File: src/rtl/uart_apb_master.sv
// APB3 initiator for the CoreUARTapb register map: single read/write transfers from a
// command port, optionally preceded by polling the status register for a masked pattern.
//
// state    | meaning
// IDLE     | ready for a command
// P_SETUP  | status read, APB setup phase
// P_ACCESS | status read, APB access phase (waits on PREADY)
// SETUP    | commanded transfer, APB setup phase
// ACCESS   | commanded transfer, APB access phase (waits on PREADY)
// RESP     | one-cycle response pulse
module uart_apb_master #(
    parameter int                    ADDR_WIDTH   = 5,
    parameter int                    DATA_WIDTH   = 8,
    parameter logic [ADDR_WIDTH-1:0] STATUS_ADDR  = 5'h10,
    parameter int                    POLL_TIMEOUT = 1024
) (
    input  logic                  PCLK,
    input  logic                  PRESET,
    input  logic                  CMD_VALID,
    output logic                  CMD_READY,
    input  logic                  CMD_WRITE,
    input  logic [ADDR_WIDTH-1:0] CMD_ADDR,
    input  logic [DATA_WIDTH-1:0] CMD_WDATA,
    input  logic                  CMD_POLL,
    input  logic [DATA_WIDTH-1:0] CMD_MASK,
    input  logic [DATA_WIDTH-1:0] CMD_MATCH,
    output logic                  RSP_VALID,
    output logic [DATA_WIDTH-1:0] RSP_RDATA,
    output logic                  RSP_ERR,
    output logic                  RSP_TIMEOUT,
    output logic [ADDR_WIDTH-1:0] PADDR,
    output logic                  PSEL,
    output logic                  PENABLE,
    output logic                  PWRITE,
    output logic [DATA_WIDTH-1:0] PWDATA,
    input  logic [DATA_WIDTH-1:0] PRDATA,
    input  logic                  PREADY,
    input  logic                  PSLVERR
);

    localparam int CNT_W = (POLL_TIMEOUT < 1) ? 1 : $clog2(POLL_TIMEOUT + 1);
    localparam logic [CNT_W-1:0] CNT_LIMIT = CNT_W'(POLL_TIMEOUT);

    typedef enum logic [2:0] {IDLE, P_SETUP, P_ACCESS, SETUP, ACCESS, RESP} state_t;

    state_t                state, state_n;
    logic [CNT_W-1:0]      cnt, cnt_n, cnt_inc;
    logic                  cap_write;
    logic [ADDR_WIDTH-1:0] cap_addr;
    logic [DATA_WIDTH-1:0] cap_wdata, cap_mask, cap_match;
    logic [ADDR_WIDTH-1:0] paddr_n;
    logic                  pwrite_n;
    logic [DATA_WIDTH-1:0] pwdata_n, rdata_n;
    logic                  err_n, timeout_n, poll_hit, accept;

    assign accept = CMD_VALID && CMD_READY;

    always_comb begin
        state_n   = state;
        cnt_n     = cnt;
        paddr_n   = PADDR;
        pwrite_n  = PWRITE;
        pwdata_n  = PWDATA;
        rdata_n   = RSP_RDATA;
        err_n     = RSP_ERR;
        timeout_n = RSP_TIMEOUT;
        cnt_inc   = cnt + CNT_W'(1);
        poll_hit  = ((PRDATA & cap_mask) == (cap_match & cap_mask));
        case (state)
            IDLE: begin
                // Outputs are registered from the next state, so APB fields come straight from the command inputs here.
                if (accept) begin
                    cnt_n = '0;
                    if (CMD_POLL) begin
                        state_n  = P_SETUP;
                        paddr_n  = STATUS_ADDR;
                        pwrite_n = 1'b0;
                    end else begin
                        state_n  = SETUP;
                        paddr_n  = CMD_ADDR;
                        pwrite_n = CMD_WRITE;
                        pwdata_n = CMD_WDATA;
                    end
                end
            end
            P_SETUP: state_n = P_ACCESS;
            P_ACCESS: begin
                if (PREADY) begin
                    if (PSLVERR) begin
                        state_n   = RESP;
                        err_n     = 1'b1;
                        timeout_n = 1'b0;
                        cnt_n     = '0;
                    end else if (poll_hit) begin
                        state_n  = SETUP;
                        cnt_n    = '0;
                        paddr_n  = cap_addr;
                        pwrite_n = cap_write;
                        pwdata_n = cap_wdata;
                    end else if ((POLL_TIMEOUT != 0) && (cnt_inc == CNT_LIMIT)) begin
                        state_n   = RESP;
                        err_n     = 1'b0;
                        timeout_n = 1'b1;
                        cnt_n     = '0;
                    end else begin
                        state_n = P_SETUP;
                        cnt_n   = cnt_inc;
                    end
                end
            end
            SETUP: state_n = ACCESS;
            ACCESS: begin
                if (PREADY) begin
                    state_n   = RESP;
                    err_n     = PSLVERR;
                    timeout_n = 1'b0;
                    if (!cap_write) rdata_n = PRDATA;
                end
            end
            RESP:    state_n = IDLE;
            default: state_n = IDLE;
        endcase
    end

    always_ff @(posedge PCLK) begin
        if (PRESET) begin
            state       <= IDLE;
            cnt         <= '0;
            cap_write   <= 1'b0;
            cap_addr    <= '0;
            cap_wdata   <= '0;
            cap_mask    <= '0;
            cap_match   <= '0;
            CMD_READY   <= 1'b1;
            RSP_VALID   <= 1'b0;
            RSP_RDATA   <= '0;
            RSP_ERR     <= 1'b0;
            RSP_TIMEOUT <= 1'b0;
            PADDR       <= '0;
            PSEL        <= 1'b0;
            PENABLE     <= 1'b0;
            PWRITE      <= 1'b0;
            PWDATA      <= '0;
        end else begin
            state       <= state_n;
            cnt         <= cnt_n;
            CMD_READY   <= (state_n == IDLE);
            RSP_VALID   <= (state_n == RESP);
            RSP_RDATA   <= rdata_n;
            RSP_ERR     <= err_n;
            RSP_TIMEOUT <= timeout_n;
            PADDR       <= paddr_n;
            PSEL        <= (state_n == P_SETUP) || (state_n == P_ACCESS) ||
                           (state_n == SETUP)   || (state_n == ACCESS);
            PENABLE     <= (state_n == P_ACCESS) || (state_n == ACCESS);
            PWRITE      <= pwrite_n;
            PWDATA      <= pwdata_n;
            if (accept) begin
                cap_write <= CMD_WRITE;
                cap_addr  <= CMD_ADDR;
                cap_wdata <= CMD_WDATA;
                cap_mask  <= CMD_MASK;
                cap_match <= CMD_MATCH;
            end
        end
    end

endmodule

File: config.mk
export PLATFORM = sky130hd
export DESIGN_NAME = uart_apb_master
export DESIGN_NICKNAME = d
export VERILOG_FILES = /design/src/rtl/uart_apb_master.sv
export SDC_FILE = /design/constraint.sdc
export NUM_CORES = 1
export LEC_CHECK = 0
export ABC_CLOCK_PERIOD_IN_PS = 2800
export CAP_MARGIN = 20
export CORE_ASPECT_RATIO = 0.5
export CORE_MARGIN = 1.5
export CORE_UTILIZATION = 50
export DETAILED_ROUTE_END_ITERATION = 7
export PLACE_DENSITY = 0.78
export SYNTH_ARGS = -nofsm -noshare
export SYNTH_HDL_FRONTEND = slang
export SYNTH_SLANG_ARGS = --single-unit
File: constraint.sdc
create_clock -name PCLK -period 2.8 [get_ports PCLK]
set_clock_uncertainty 0.2 [all_clocks]
set_input_delay 0.42 -clock PCLK [delete_from_list [all_inputs] [get_ports PCLK]]
set_output_delay 0.42 -clock PCLK [all_outputs]
set_load 0.1 [all_outputs]
**Word-level counts from Yosys, hierarchy flattened**

Cells that the tools add are included.
W data, S select, Z words.

- Add/sub/neg operators: 1
- Equal/unequal tests: 19
- Muxes and demuxes: 44
- Bitwise gates (word level): 3
- Reduce and logical (&&, ||, !) cells: 14

Operators by type and width:

| kind | number |
|---|---|
| $mux W11 | 5 |
| $mux W8 | 5 |
| $mux W5 | 5 |
| $pmux W11 S2 | 1 |
| $mux W3 | 6 |
| $and A8 B8 Y8 | 2 |
| $pmux W8 S2 | 1 |
| $mux W1 | 15 |
| $pmux W3 S5 | 1 |
| $eq A3 B2 Y1 const B | 4 |
| $ne A2 B2 Y1 const B | 6 |
| $add A11 B1 Y11 const B | 1 |
| $eq A11 B11 Y1 const B | 1 |
| $pmux W5 S2 | 1 |
| $reduce_and A5 Y1 | 2 |
| $eq A3 B3 Y1 const B | 3 |
| $eq A8 B8 Y1 | 1 |
| $eq A3 B1 Y1 const B | 2 |
| $logic_not A3 Y1 | 2 |
| $ne A3 B3 Y1 const B | 2 |
| $pmux W1 S2 | 3 |
| $reduce_and A3 Y1 | 2 |
| $reduce_and A6 Y1 | 1 |
| $logic_or A1 B1 Y1 | 4 |
| other kinds (4) | 5 |

- Register bits after elaboration: 72
- Bits of input ports: 44
- Output and inout port bits: 28
- Word-level logic and storage cells: 98

**Logic depth before layout (Yosys ltp)**

Gate-level depths: netlist (run 1).

- Word-level depth: 11
- Gate-level depth with buffers: 10
- Gate-level depth less buffers: 8

**Worst setup path after synthesis (run 1)**

Ideal clock, no wire load.

- Path kind: reg2reg
- Start: reg CMD_READY
- End: reg PWDATA[3]
- Library setup time: 0.091 ns
- Arrival: 2.531 ns
- Data required time: 2.509 ns
- Slack: -0.022 ns
- Stages on the path, launching flop included: 9
- Buffers on the path: 1
- Clock period less this slack: 2.822 ns
- Cell sequence: dfxtp_1 > and2_1 > nand2b_1 > a211o_1 > a21oi_1 > o221a_2 > buf_2 > nor2_1 > a311oi_1

- Cells in the longest elaborated chain, start to end: 3

Ends and longest elaborated chain:

| item | RTL line | RTL |
|---|---|---|
| start: declaration | 20 | `output logic CMD_READY,` |
| start signal: assignment | 147 | `CMD_READY <= (state_n == IDLE);` |
| $logic_and A1 B1 Y1 | 56 | `assign accept = CMD_VALID && CMD_READY;` |
| $ne A2 B2 Y1 (no line) | - |  |
| $reduce_and A6 Y1 (no line) | - |  |
| end signal: assignment | 157 | `PWDATA <= pwdata_n;` |
| end: declaration | 35 | `output logic [DATA_WIDTH-1:0] PWDATA,` |

Every way passes these cells.
A chain may end at the register's enable or synchronous reset.

**Final worst setup path (run 1)**

- Start: reg cnt[1]
- End: reg cnt[10]

- Cells in the longest elaborated chain, start to end: 7

Ends and longest elaborated chain:

| item | RTL line | RTL |
|---|---|---|
| start: declaration | 47 | `logic [CNT_W-1:0] cnt, cnt_n, cnt_inc;` |
| start signal: assignment | 146 | `cnt <= cnt_n;` |
| $add A11 B1 Y11 (*) | 67 | `cnt_inc = cnt + CNT_W'(1);` |
| $eq A11 B11 Y1 | 100 | `end else if ((POLL_TIMEOUT != 0) && (cnt_inc == CNT_LIMIT)) begin` |
| $mux W11 (*) | 100 |  |
| $mux W11 (*) | 94 | `end else if (poll_hit) begin` |
| $mux W11 (*) | 89 | `if (PSLVERR) begin` |
| $mux W11 (*) | 88 | `if (PREADY) begin` |
| $pmux W11 S2 (*) | 69 | `case (state)` |

Mark *: on every way between the ends. The rest lies on a longest branch, timed or not. The select of a mux whose other input is x is not followed.

==> results of run 1 <==
[cell type report]
class | count | area [µm²] | area share (%)
timing repair buffer | 81 | 711 | 16.8
sequential | 72 | 1440 | 34.1
clock buffer | 12 | 256 | 6.07
tap | 88 | 110 | 2.60
clock inverter | 4 | 28.8 | 0.680
multi-input combinational | 299 | 1660 | 39.3
inverter | 5 | 18.8 | 0.444
[per-layer routing]
layer	track usage [%]	vias to the layer above	wire, µm
met5	0	-	0
met4	10.2	0	121
met3	7.30	14	422
met2	42.9	84	3770
met1	27.2	1416	3380
li1	-	1535	-
[cell families (layout without fill, tap and decap cells)]
group	Yosys count	in the layout	synth area share, %
AND/OR/NAND/NOR	187	187	27.4
AO/OA/AOI/OAI	90	90	17.4
flip-flops	72	72	44.5
buffers and inverters	30	102	4.21
XOR/XNOR	12	12	3.24
multiplexers	9	9	2.82
adder cells (fa/ha/maj)	1	1	0.386
[cell usage in the layout, fill, tap and decap left out, drive strengths merged, types with 3 or more instances in the layout]
cell           instances
nand3                  5
inv                    5
a22oi                  4
and2                   4
mux2i                  8
nand3b                 3
a21o                   5
clkbuf                12
xor2                   9
or4                    4
nor2b                  7
nand4                  5
a211oi                 7
o21ai                 13
clkdlybuf4s50         42
nor3                  13
a21oi                 39
xnor2                  3
nor2                  34
nand2b                 6
nand2                 91
a311oi                 8
dfxtp                 72
and3                   8
buf                   39
[final timing paths]
| path | depth (start not counted) | end | slack, ns | from |
|---|---|---|---|---|
| min reg2reg | 2 | cap_mask[3]$_SDFFE_PP0P_ | 0.25 | cap_mask[3]$_SDFFE_PP0P_ |
| max | 8 | cnt[10]$_SDFFE_PP0P_ | 0.21 | cnt[1]$_SDFFE_PP0P_ |
| min | 2 | cap_mask[3]$_SDFFE_PP0P_ | 0.25 | cap_mask[3]$_SDFFE_PP0P_ |
| max reg2reg | 8 | cnt[10]$_SDFFE_PP0P_ | 0.21 | cnt[1]$_SDFFE_PP0P_ |
[registers in the layout, summed over array words and instances (netlist names), 5 cells and up]
register,flops
PWDATA,8
PADDR,5
cnt,11
RSP_RDATA,8
cap_addr,5
cap_mask,8
cap_match,8
cap_wdata,8
[power groups by stage]
stage               Clock [mW]  Sequential [mW]  Combinational (mW)
floorplan                    0             1.66               0.401
global route              1.15             1.23                1.19
detailed placement           0             1.24                1.11
CTS                       1.10             1.22                1.12
finish                    1.08             1.22                1.12
global placement             0             1.23                1.09
[worst max-delay path, stage by stage, from the launching register on]
cell	delay [ns]
dfxtp_1	0.36
ha_1	0.23
and3_4	0.25
nand3_4	0.10
a32o_1	0.30
and3_4	0.17
or4_4	0.57
nor4_1	0.25
a21o_1	0.11
==> qor.yml, run 1 <==
cts:
  hold_buffers: 0
  clk_pin_slew_ns: 0.06
  cts_root_buf: "clkbuf_16"
  clock_sinks: 72
  cts-resized-gates: 0
  cts_buffer_depth: 2
  htree_num_levels: 3
  postCtsSetupBuffers: 0
  clock_latency_ns: 0.34
  cts_buffers: 9
  cts_tree: "done"
sta:
  slew_headroom_pct: 60.7
  hold_slack_ns: 0.255
  final.min_clock_period_ns: 2.59
  hold_violations: 0
  final.setup.tns_ns: 0
  worst_pin_slew_ns: 0.588
  finalCritPeriodShare_pct: 92.4
  drv_slew: 0
  fmaxAchievable_mhz: 387
  setup-violations-final: 0
  rsz0062_at_grt: "false"
  setup_ws_ns: 0.213
synth:
  yosysMostFrequentCell: "nand2_1"
  async_flop_share_pct: 0
  yosys_warnings: 0
  synth_cell_type_count: 52
  synth_edf_count: 0
  ys_ff_latch: 72
  yosysTopAreaCell: "dfxtp_1"
  yosysSeqAreaShare_pct: 44.5
  synthTopCellsByCount: "nand2_1 (91), dfxtp_1 (72), a21oi_1 (39), nor2_1 (34), clkbuf_1 (16)"
  synth_top_area_share_pct: 44.5
  syn_inst: 401
  syn_nets: 446
  ys.flop_type: "dfxtp_1"
  syn_area_mm2: 0.00324
  synth_area_leaders: "dfxtp_1 (44%), nand2_1 (11%), a21oi_1 (6.0%)"
  postSynthAreaPerCell_um2: 8.08
floorplan:
  die_y_um: 59.9
  start_util_pct: 52.6
  rows: 20
  pin_count: 72
  die_area_mm2: 0.00700
  dieWidth_um: 117
  coreArea_mm2: 0.00616
pwr:
  p_sw_mw: 1.30
  leakagePower_nw: 1.73
  internal_power_mw: 2.11
  ir_drop_v: 0.000388
  total_power_mw: 3.41
  swShare_pct: 38.0
  pwr-share-seq_pct: 35.7
  clockPowerShare_pct: 31.6
  p_comb_share_pct: 32.7
  cellPowerDensity_mw_per_mm2: 807
placed_design:
  port_buffers: 71
  gp_congestion: 0.841
  dpl_worst_slack_ns: 0.0304
  post-place-cells: 545
  hpwl_um: 5450
  dpl_cell_area_mm2: 0.00394
global_routing:
  first_global_vias: 2901
  grt_pass1_wl_um: 12700
  track_usage_pct: 24.0
  grt-ovfl-total: 0
  antenna_found_initial: 0
  grt_max_degree: 38
worst_hold_path:
  min_path_type: "flip-flop to flip-flop"
critical_path:
  end_kind: "flip-flop"
  required_ns: 2.88
  start_kind: "flip-flop"
  critPathArrivalTime_ns: 2.67
  path_class: "flip-flop to flip-flop"
  critPathMaxFanout: 9
cells_and_area:
  fin_cells: 561
  drive_above_1_share_pct: 13.1
  diodes: 0
  nets: 513
  fin_area_mm2: 0.00423
  n_fill_cell: 516
  area_growth_pct: 30.6
  final_core_util_pct: 68.7
job:
  drv_cap: 0
outcome:
  outcome: "finished clean"
route:
  drtAntennaViolNets: 0
  vias: 3049
  routed_wl_um: 7700
  post_drt_wl_per_cell_um: 13.7
  drc_errors: 0
  drt_iter0_drc: 275
  dr.pass1.iters: 4
  vias_per_cell: 5.43
Note: power is estimated with default switching activity, not from simulation.
==> run 2, diff against run 1 <==
--- a/config.mk
+++ b/config.mk
@@ -5,12 +5,12 @@
 export SDC_FILE = /design/constraint.sdc
 export NUM_CORES = 1
 export LEC_CHECK = 0
-export ABC_CLOCK_PERIOD_IN_PS = 2800
 export CAP_MARGIN = 20
 export CORE_ASPECT_RATIO = 0.5
 export CORE_MARGIN = 1.5
 export CORE_UTILIZATION = 50
 export DETAILED_ROUTE_END_ITERATION = 7
+export GPL_ROUTABILITY_DRIVEN = 0
 export PLACE_DENSITY = 0.78
 export SYNTH_ARGS = -nofsm -noshare
 export SYNTH_HDL_FRONTEND = slang
==> run 2 against run 1 <==
- flip-flop and latch count stayed put
- hold slack worse by 0.059 ns
- utilization is 0.37 points higher
- sequential power hardly changed
- critical path depth stayed put
- combinational power hardly changed
- first-iteration DRC count is 50% lower
- cell count stayed put
- critical endpoint unchanged
==> qor.yml, run 2 (synthesis gave the netlist of run 1 again) <==
cells_and_area:
  final_cell_mix: "nand2_1 (91), dfxtp_1 (71), clkdlybuf4s50_1 (42)"
  drive_above_1_share_pct: 13.1  # unchanged
  final_common_cell: "nand2_1"
  nets: 513  # unchanged
  largest_register_ffs: 11  # unchanged
  top_register: "cnt"
  n_fill_cell: 505  # -2.1%
  fin_area_mm2: 0.00425  # +0.53%
  fin_cells: 561  # unchanged
  area_growth_pct: 31.2
  diodes: 0  # unchanged
critical_path:
  crit_start: "cnt[0]$_SDFFE_PP0P_"
  path_class: "flip-flop to flip-flop"
  slowest_stage: "or4_4"
  r2r_end: "cnt[10]$_SDFFE_PP0P_"
  path_buf_inv: 0  # unchanged
  critPathArrivalTime_ns: 2.72  # +0.05 ns
  start_kind: "flip-flop"
  required_ns: 2.87  # about the same
  rrSetupSlack_ns: 0.15  # -0.06 ns
  critPathMaxFanout: 9  # unchanged
  cp_slowest_stage_delay_ns: 0.57  # about the same
  reg2reg_from: "cnt[0]$_SDFFE_PP0P_"
  path_common_cell: "and3_4"
  end_kind: "flip-flop"
  crit_chain: "ha_1 > and3_4 > nand3_4 > a32o_1 > and3_4 > or4_4 > nor4_1 > a21o_1"
  path_delay_family: "simple AND/OR/NAND/NOR gates"
  reg2reg_depth: 8  # unchanged
floorplan:
  die_y_um: 59.9  # unchanged
  die_area_mm2: 0.00700  # unchanged
  pin_count: 72  # unchanged
  dieWidth_um: 117  # unchanged
  start_util_pct: 52.6  # unchanged
  rows: 20  # unchanged
  coreArea_mm2: 0.00616  # unchanged
sta:
  drv_slew: 0  # unchanged
  rsz0062_at_grt: "false"
  final.min_clock_period_ns: 2.65  # +0.0578 ns
  slew_headroom_pct: 57.1  # -3.6 points
  setup-violations-final: 0  # unchanged
  hold_violations: 0  # unchanged
  worst_pin_slew_ns: 0.641  # +0.0539 ns
  fmaxAchievable_mhz: 378  # -2.2%
  finalCritPeriodShare_pct: 94.5  # +2.1 points
  final.setup.tns_ns: 0  # unchanged
global_routing:
  grt-ovfl-total: 0  # unchanged
  grt_max_degree: 61  # +61%
  grt_pass1_wl_um: 12100  # -4.6%
  first_global_vias: 2717  # -6.3%
  track_usage_pct: 23.0  # -0.99 points
  antenna_found_initial: 0  # unchanged
outcome:
  outcome: "finished clean"
route:
  routed_wl_um: 7620  # -1.0%
  vias_per_cell: 5.28  # -2.9%
  drtAntennaViolNets: 0  # unchanged
  vias: 2961  # -2.9%
  post_drt_wl_per_cell_um: 13.6  # -1.0%
  drt_iter0_drc: 137  # -50%
  dr.pass1.iters: 4  # unchanged
  drc_errors: 0  # unchanged
cts:
  cts_tree: "done"
  hold_buffers: 0  # unchanged
  clock_sinks: 72  # unchanged
  postCtsSetupBuffers: 0  # unchanged
  htree_num_levels: 3  # unchanged
  cts_buffers: 9  # unchanged
  clk_pin_slew_ns: 0.06  # about the same
  cts_root_buf: "clkbuf_16"
  clock_latency_ns: 0.34  # about the same
  cts-resized-gates: 0  # unchanged
  cts_buffer_depth: 2  # unchanged
worst_hold_path:
  hold_end: "cnt[8]$_SDFFE_PP0P_"
  min_path_type: "input port to flip-flop"
  hold_depth: 2  # unchanged
  hold_start: "PRESET"
job:
  drv_cap: 0  # unchanged
placed_design:
  dpl_cell_area_mm2: 0.00394  # unchanged
  port_buffers: 71  # unchanged
  post-place-cells: 545  # unchanged
  hpwl_um: 5370  # -1.4%
pwr:
  cellPowerDensity_mw_per_mm2: 823  # +2.0%
  ir_drop_v: 0.000492  # +27%
  leakagePower_nw: 1.75  # +0.83%
  total_power_mw: 3.50  # +2.6%
-- run 2: cell types whose count changed in the layout (fill, tap and decap cells not counted), sizes merged --
cell | previous run | this run
bufinv | 0 | 1
clkinv | 2 | 1
clkinvlp | 2 | 1
inv | 5 | 6
-- run 2: layout make-up --
class                   count  area (µm²)  share of cell area (%)
clock inverters             4        51.3                    1.21
clock buffers              12         256                    6.03
well taps                  88         110                    2.59
repair buffers             81         711                    16.7
flip-flops and latches     72        1440                    33.9
multi-input cells         299        1660                    39.1
inverters                   5        18.8                   0.441
-- run 2: layer usage --
| layer | track usage [%] | wire [µm] |
|---|---|---|
| met5 | 0 | 0 |
| met4 | 8.95 | 76 |
| met3 | 7.40 | 238 |
| met2 | 40.5 | 3800 |
| met1 | 26.6 | 3500 |
-- run 2: how the worst max path moves through the flow --
stage	endpoint	slack (ns)	cells after the start
5_1_grt	cnt[10]$_SDFFE_PP0P_	0.07	8
2_1_floorplan	PWDATA[3]$_SDFFE_PP0P_	0.31	8
3_5_place_dp	cnt[10]$_SDFFE_PP0P_	0.008	8
4_1_cts	cnt[10]$_SDFFE_PP0P_	0.16	8
6_report	cnt[10]$_SDFFE_PP0P_	0.15	8
3_3_place_gp	cnt[10]$_SDFFE_PP0P_	0.12	8
-- run 2: power by group --
group / internal, mW / total, mW / leakage [nW] / switching (mW)
Clock: 0.740 / 1.17 / 0.149 / 0.428
Sequential: 1.14 / 1.22 / 0.588 / 0.0759
Combinational: 0.328 / 1.12 / 1.01 / 0.789
Total: 2.21 / 3.50 / 1.75 / 1.29
-- run 2: through the flow --
| stage | util, % | worst slack, ns | hold slack [ns] |
|---|---|---|---|
| 6_report | 69.1 | 0.155 | 0.196 |
| 5_1_grt | 69.1 | 0.0655 | 0.211 |
| 4_1_cts | 69.1 | 0.160 | 0.189 |
| 3_5_place_dp | 64.1 | 0.00783 | 0.247 |
| 3_3_place_gp | 64.1 | 0.122 | 0.242 |
| 2_1_floorplan | - | 0.308 | 0.236 |
==> run 3, diff against run 2 <==
--- a/config.mk
+++ b/config.mk
@@ -15,3 +15,4 @@
 export SYNTH_ARGS = -nofsm -noshare
 export SYNTH_HDL_FRONTEND = slang
 export SYNTH_SLANG_ARGS = --single-unit
+export TNS_END_PERCENT = 5
==> results of run 3 <==
Same layout as run 2: the final DEF is identical, and so are final timing and power.
